### src/rtl/seq_mul_unit.sv
// Iterative shift-add multiplier: MUL low word, UMULL/SMULL full product.
// Retires STEP multiplier bits per cycle; the sign is applied once at the end.
module seq_mul_unit #(
  parameter int WIDTH     = 32,
  parameter int STEP      = 1,
  parameter int ZERO_SKIP = 1
) (
  input  logic             clk,
  input  logic             reset,
  input  logic             start,
  input  logic [WIDTH-1:0] a,
  input  logic [WIDTH-1:0] b,
  input  logic             is_signed,
  input  logic             long_mul,
  output logic             busy,
  output logic             done,
  output logic [WIDTH-1:0] result_lo,
  output logic [WIDTH-1:0] result_hi,
  output logic [1:0]       flags
);

  localparam int NCYC  = WIDTH / STEP;
  localparam int CNT_W = (NCYC > 1) ? $clog2(NCYC) : 1;
  localparam logic [CNT_W-1:0] CNT_LOAD = CNT_W'(NCYC - 1);
  localparam logic [CNT_W-1:0] CNT_ONE  = CNT_W'(1);

  typedef enum logic [1:0] {S_IDLE, S_RUN, S_FIX, S_DONE} state_t;

  state_t             state, state_nxt;
  logic [2*WIDTH-1:0] acc, mcand;
  logic [WIDTH-1:0]   mplier;
  logic [CNT_W-1:0]   cnt;
  logic               neg, long_q;

  logic               accept, skip;
  logic [WIDTH-1:0]   abs_a, abs_b;
  logic [2*WIDTH-1:0] acc_add, prod;
  logic               flag_n, flag_z;

  // Operand conditioning; |-2^(WIDTH-1)| still fits as an unsigned WIDTH value.
  always_comb begin
    abs_a  = (is_signed && a[WIDTH-1]) ? -a : a;
    abs_b  = (is_signed && b[WIDTH-1]) ? -b : b;
    accept = start && ((state == S_IDLE) || (state == S_DONE));
    skip   = (ZERO_SKIP != 0) && ((a == '0) || (b == '0));
  end

  // NOTE: every always_comb output gets a default first so no latch is inferred.
  always_comb begin
    state_nxt = state;
    unique case (state)
      S_IDLE:  if (start) state_nxt = skip ? S_DONE : S_RUN;
      S_RUN:   if (cnt == '0) state_nxt = S_FIX;
      S_FIX:   state_nxt = S_DONE;
      S_DONE:  if (start) state_nxt = skip ? S_DONE : S_RUN;
               else       state_nxt = S_IDLE;
      default: state_nxt = S_IDLE;
    endcase
  end

  // NOTE: blocking assignments here build the partial-product sum in order.
  always_comb begin
    acc_add = acc;
    for (int i = 0; i < STEP; i++) begin
      if (mplier[i]) acc_add = acc_add + (mcand << i);
    end
    prod   = neg ? -acc : acc;
    flag_n = long_q ? prod[2*WIDTH-1] : prod[WIDTH-1];
    flag_z = long_q ? (prod == '0) : (prod[WIDTH-1:0] == '0);
  end

  // NOTE: sequential state uses non-blocking assignments only.
  always_ff @(posedge clk) begin
    if (reset) begin
      state     <= S_IDLE;
      busy      <= 1'b0;
      done      <= 1'b0;
      result_lo <= '0;
      result_hi <= '0;
      flags     <= '0;
      acc       <= '0;
      mcand     <= '0;
      mplier    <= '0;
      cnt       <= '0;
      neg       <= 1'b0;
      long_q    <= 1'b0;
    end else begin
      state <= state_nxt;
      busy  <= (state_nxt == S_RUN) || (state_nxt == S_FIX);
      done  <= (state_nxt == S_DONE);
      if (accept) begin
        mcand  <= {{WIDTH{1'b0}}, abs_a};
        mplier <= abs_b;
        acc    <= '0;
        cnt    <= CNT_LOAD;
        neg    <= is_signed && (a[WIDTH-1] ^ b[WIDTH-1]);
        long_q <= long_mul;
        if (skip) begin
          result_lo <= '0;
          result_hi <= '0;
          flags     <= 2'b01;
        end
      end else if (state == S_RUN) begin
        acc    <= acc_add;
        mcand  <= mcand << STEP;
        mplier <= mplier >> STEP;
        if (cnt != '0) cnt <= cnt - CNT_ONE;
      end else if (state == S_FIX) begin
        result_lo <= prod[WIDTH-1:0];
        result_hi <= prod[2*WIDTH-1:WIDTH];
        flags     <= {flag_n, flag_z};
      end
    end
  end

endmodule
### config.mk
export PLATFORM = sky130hd
export DESIGN_NAME = seq_mul_unit
export DESIGN_NICKNAME = d
export VERILOG_FILES = /design/src/rtl/seq_mul_unit.sv
export SDC_FILE = /design/constraint.sdc
export NUM_CORES = 1
export LEC_CHECK = 0
export ABC_AREA = 1
export BUFFER_PORTS_ARGS = -buffer_cell sky130_fd_sc_hd__clkbuf_2
export CORE_AREA = 2 2 227 229
export CTS_CLUSTER_SIZE = 8
export DETAILED_ROUTE_END_ITERATION = 8
export DIE_AREA = 0 0 229 231
export HOLD_SLACK_MARGIN = 0.02
export PLACE_DENSITY = 0.53
export SYNTH_ARGS = -nofsm -noshare
export SYNTH_HDL_FRONTEND = slang
export SYNTH_SLANG_ARGS = --single-unit
### constraint.sdc
create_clock -name clk -period 4 [get_ports clk]
set_clock_uncertainty 0.15 [all_clocks]
set_input_delay 0 -clock clk [delete_from_list [all_inputs] [get_ports clk]]
set_output_delay 0 -clock clk [all_outputs]
set_load 0.01 [all_outputs]
==> reports/qor.csv <==
stage,metric,value,unit
status,status,completed,
route,antenna_left,0,
power,p_int,5.881,mW
min_path,min_path_cells,4,
timing,slew-limit-headroom,36.87,%
yosys,ys_top_cells_by_area,"dfxtp_1 27%, nand2_1 16%, a21oi_1 8.2%",
worst_setup_path,r2r_cells,11,
timing,max_freq,266.8,MHz
cts,cts_tree,done,
run,maxCapViolations,0,
worst_setup_path,r2r_setup_slack,0.35,ns
yosys,synth_top_area_share,27.14,%
floorplan,start_util,34.50,%
cts,cts_buffers,37,
power,p_sw_share,40.53,%
route,drcViolationCount,0,
timing,rsz0062_at_grt,false,
yosys,yosysWarnings,0,
power,switchingPower,4.009,mW
min_path,hold_path_end,long_q$_SDFFE_PP0P_,
floorplan,die_area,52900,um2
timing,setup_tns,0,ns
placement,placed_cell_area,18800,um2
yosys,synthesis.nets,3020,
route,m1WireLength,30.63,mm
floorplan,die_h,231,um
power,clkPwrFrac,29.8,%
cells_and_area,antennaDiodeCount,0,
cells_and_area,stdcell_area,21870,um2
route,viasPerCell,5.074,
yosys,syn_avg_cell_area,6.075,um2
floorplan,io_pins,137,
cts,path_clk_slew,0.05,ns
cts,insertion_delay,0.57,ns
yosys,syn_inst,2878,
yosys,synth_edf_count,0,
placement,port-buffer-count,136,
worst_setup_path,crit_type,in2reg,
worst_setup_path,regToRegStartpoint,state[1]$_SDFF_PP0_,
global_routing,grt_pass1_vias,18870,
min_path,holdCritStartpoint,long_mul,
timing,hold_viol,0,
cts,clock_sinks,237,
yosys,ys_seq_elements,237,
floorplan,dieWidth,229,um
global_routing,grt_pass1_wl,101.8,mm
min_path,min_path_type,in2reg,
cells_and_area,area_delta_synth_final,25.10,%
route,routedWlPerCell,16.63,um
route,drt_iter0_markers,1263,
cts,root_buffer,clkbuf_16,
worst_setup_path,timing.rr.end,mplier[6]$_SDFFE_PP0P_,
route,dr.max_layer_used,met4,
timing,setup_viol,0,
worst_setup_path,path_max_fanout,4,
global_routing,gr-usage-all-layers,24.09,%
floorplan,core-area,50680,um2
power,p_leak,10.05,nW
yosys,seq_area_frac_synth,27.14,%
yosys,synth_common_cells,"756 x nand2_1, 372 x inv_1, 362 x nor2_1, 288 x a21oi_1, 237 x dfxtp_1",
global_routing,grt_overflow,0,
cts,cts_buffer_depth,3,
timing,maxSlewViolCount,0,
floorplan,row_count,83,
route,wl_met2,28.24,mm
timing,worstMarginPinSlew,0.9470,ns
power,max-vdd-ir-drop,0.2735,mV
timing,fin_crit,3.748,ns
placement,hpwl,49.16,mm
worst_setup_path,end_kind,register,
yosys,ys.flop_type,dfxtp_1,
cts,h-tree-depth,2,
cells_and_area,layout.nets,3321,
worst_setup_path,startpoint_type,primary input,
timing,fin_crit_sh,93.71,%
route,firstDrtPassIters,5,
yosys,synthArstFlopShare,0,%
global_routing,grt_max_degree,95,
cells_and_area,drive_above_1_share,8.589,%
yosys,yosysTopAreaCell,dfxtp_1,
worst_setup_path,worstSetupStartpoint,b[0],
cells_and_area,fin_cells,3870,
power,power_frac_seq,29.4,%
power,p_comb_share,40.8,%
placement,post-place-cells,3619,
yosys,yosys.cell_count.top_type,nand2_1,
yosys,synth_area,17480,um2
worst_setup_path,crit_arrival,4.11,ns
route,drt-total-wl,64.34,mm
route,wl_met3,3.404,mm
power,total_power,9.890,mW
route,via_count,19640,
worst_setup_path,required,4.36,ns
global_routing,antenna_found_initial,0,
power,p_per_area,452.2,nW/um2
yosys,ys_types,49,
placement,finalWeightedCongestion,0.9637,
timing,hold_ws,0.1612,ns
## state kept, by name (all words and copies together) (netlist names)
register / cells
busy: 1
state: 2
result_hi: 32
result_lo: 32
acc: 64
done: 1
long_q: 1
mplier: 32
cnt: 5
neg: 1
mcand: 64
flags: 2
## power groups by stage
stage	Clock, mW	Sequential, mW	Combinational (mW)
floorplan	0	2.83	2.55
global placement	0	2.94	3.54
detailed placement	0	2.94	3.57
CTS	3.02	2.90	4.01
global route	3.10	2.94	4.53
finish	2.95	2.91	4.04
## logic make-up after synthesis
group / Yosys count / synth area share [%]
fa+ha+maj: 73 / 5.267
simple gates: 1412 / 34.11
buf+inv: 469 / 10.39
flops: 237 / 27.14
compound gates: 614 / 19.44
xor+xnor: 73 / 3.657
## final cells by class
class / count / area (um2)
clock buffer: 46 / 1032
clock inverter: 4 / 23.77
fill: 5510 / 28810
inverter: 379 / 1430
multi-input combinational: 2172 / 10970
sequential: 237 / 4746
tap: 680 / 850.8
timing repair buffer: 350 / 2813
timing repair inverter: 2 / 10.01
## worst max path at each step
stage | end | slack, ns
finish | mplier[30]$_SDFFE_PP0P_ | 0.25
global route | mplier[27]$_SDFFE_PP0P_ | 0.02
CTS | mcand[29]$_SDFFE_PP0P_ | 0.02
detailed placement | mcand[21]$_SDFFE_PP0P_ | 0.96
global placement | acc[62]$_SDFFE_PP0P_ | 1.01
floorplan | acc[62]$_SDFFE_PP0P_ | 1.51
## layout by cell type, fill, tap and decap left out, drive strengths merged, types with 16 or more instances in the layout
cell type,n
or2,17
nand4,26
a21o,18
buf,16
dlygate4sd3,199
nor2,377
inv,376
o21ai,175
clkbuf,181
nor3,30
nand2,770
dfxtp,237
nand3,170
xnor2,16
xor2,57
ha,72
a21oi,289
a31oi,74
## stage by stage
| stage | utilization [%] | setup slack [ns] |
|---|---|---|
| 2_1_floorplan | - | 1.507 |
| 3_3_place_gp | 37.10 | 1.010 |
| 3_5_place_dp | 37.10 | 0.9593 |
| 4_1_cts | 43.11 | 0.02176 |
| 5_1_grt | 43.16 | 0.01519 |
| 6_report | 43.16 | 0.2517 |
## critical path, cell delays in order
cell           delay, ns
dlygate4sd3_1       0.53
clkbuf_2            0.12
inv_1               0.09
ha_1                0.21
nand3_2             0.13
nor3_4              0.19
nand2_2             0.10
nor2_1              0.12
nand2_1             0.10
nor2_2              0.15
nand3_2             0.14
o21ai_4             0.22
nand2_1             0.07
nand2_1             0.05
dlygate4sd3_1       0.54
nand3_1             0.06
dlygate4sd3_1       0.57
a31oi_1             0.13
dlygate4sd3_1       0.57
## what timing repair did
item | CTS | global route
hold buffers | 199 | 0
setup buffers | 0 | 0
endpoints found under the setup margin | 0 | 12
gates resized for setup | 0 | 3
endpoints found under the hold margin | 72 | 0
## routing by layer
layer  up-vias  global-route usage, %
met3       124                  2.705
met5         -                      0
met1      8985                  32.99
li1       9988                      -
met4         0                  8.218
met2       538                  39.27
Power figures use the tool's default switching activity.
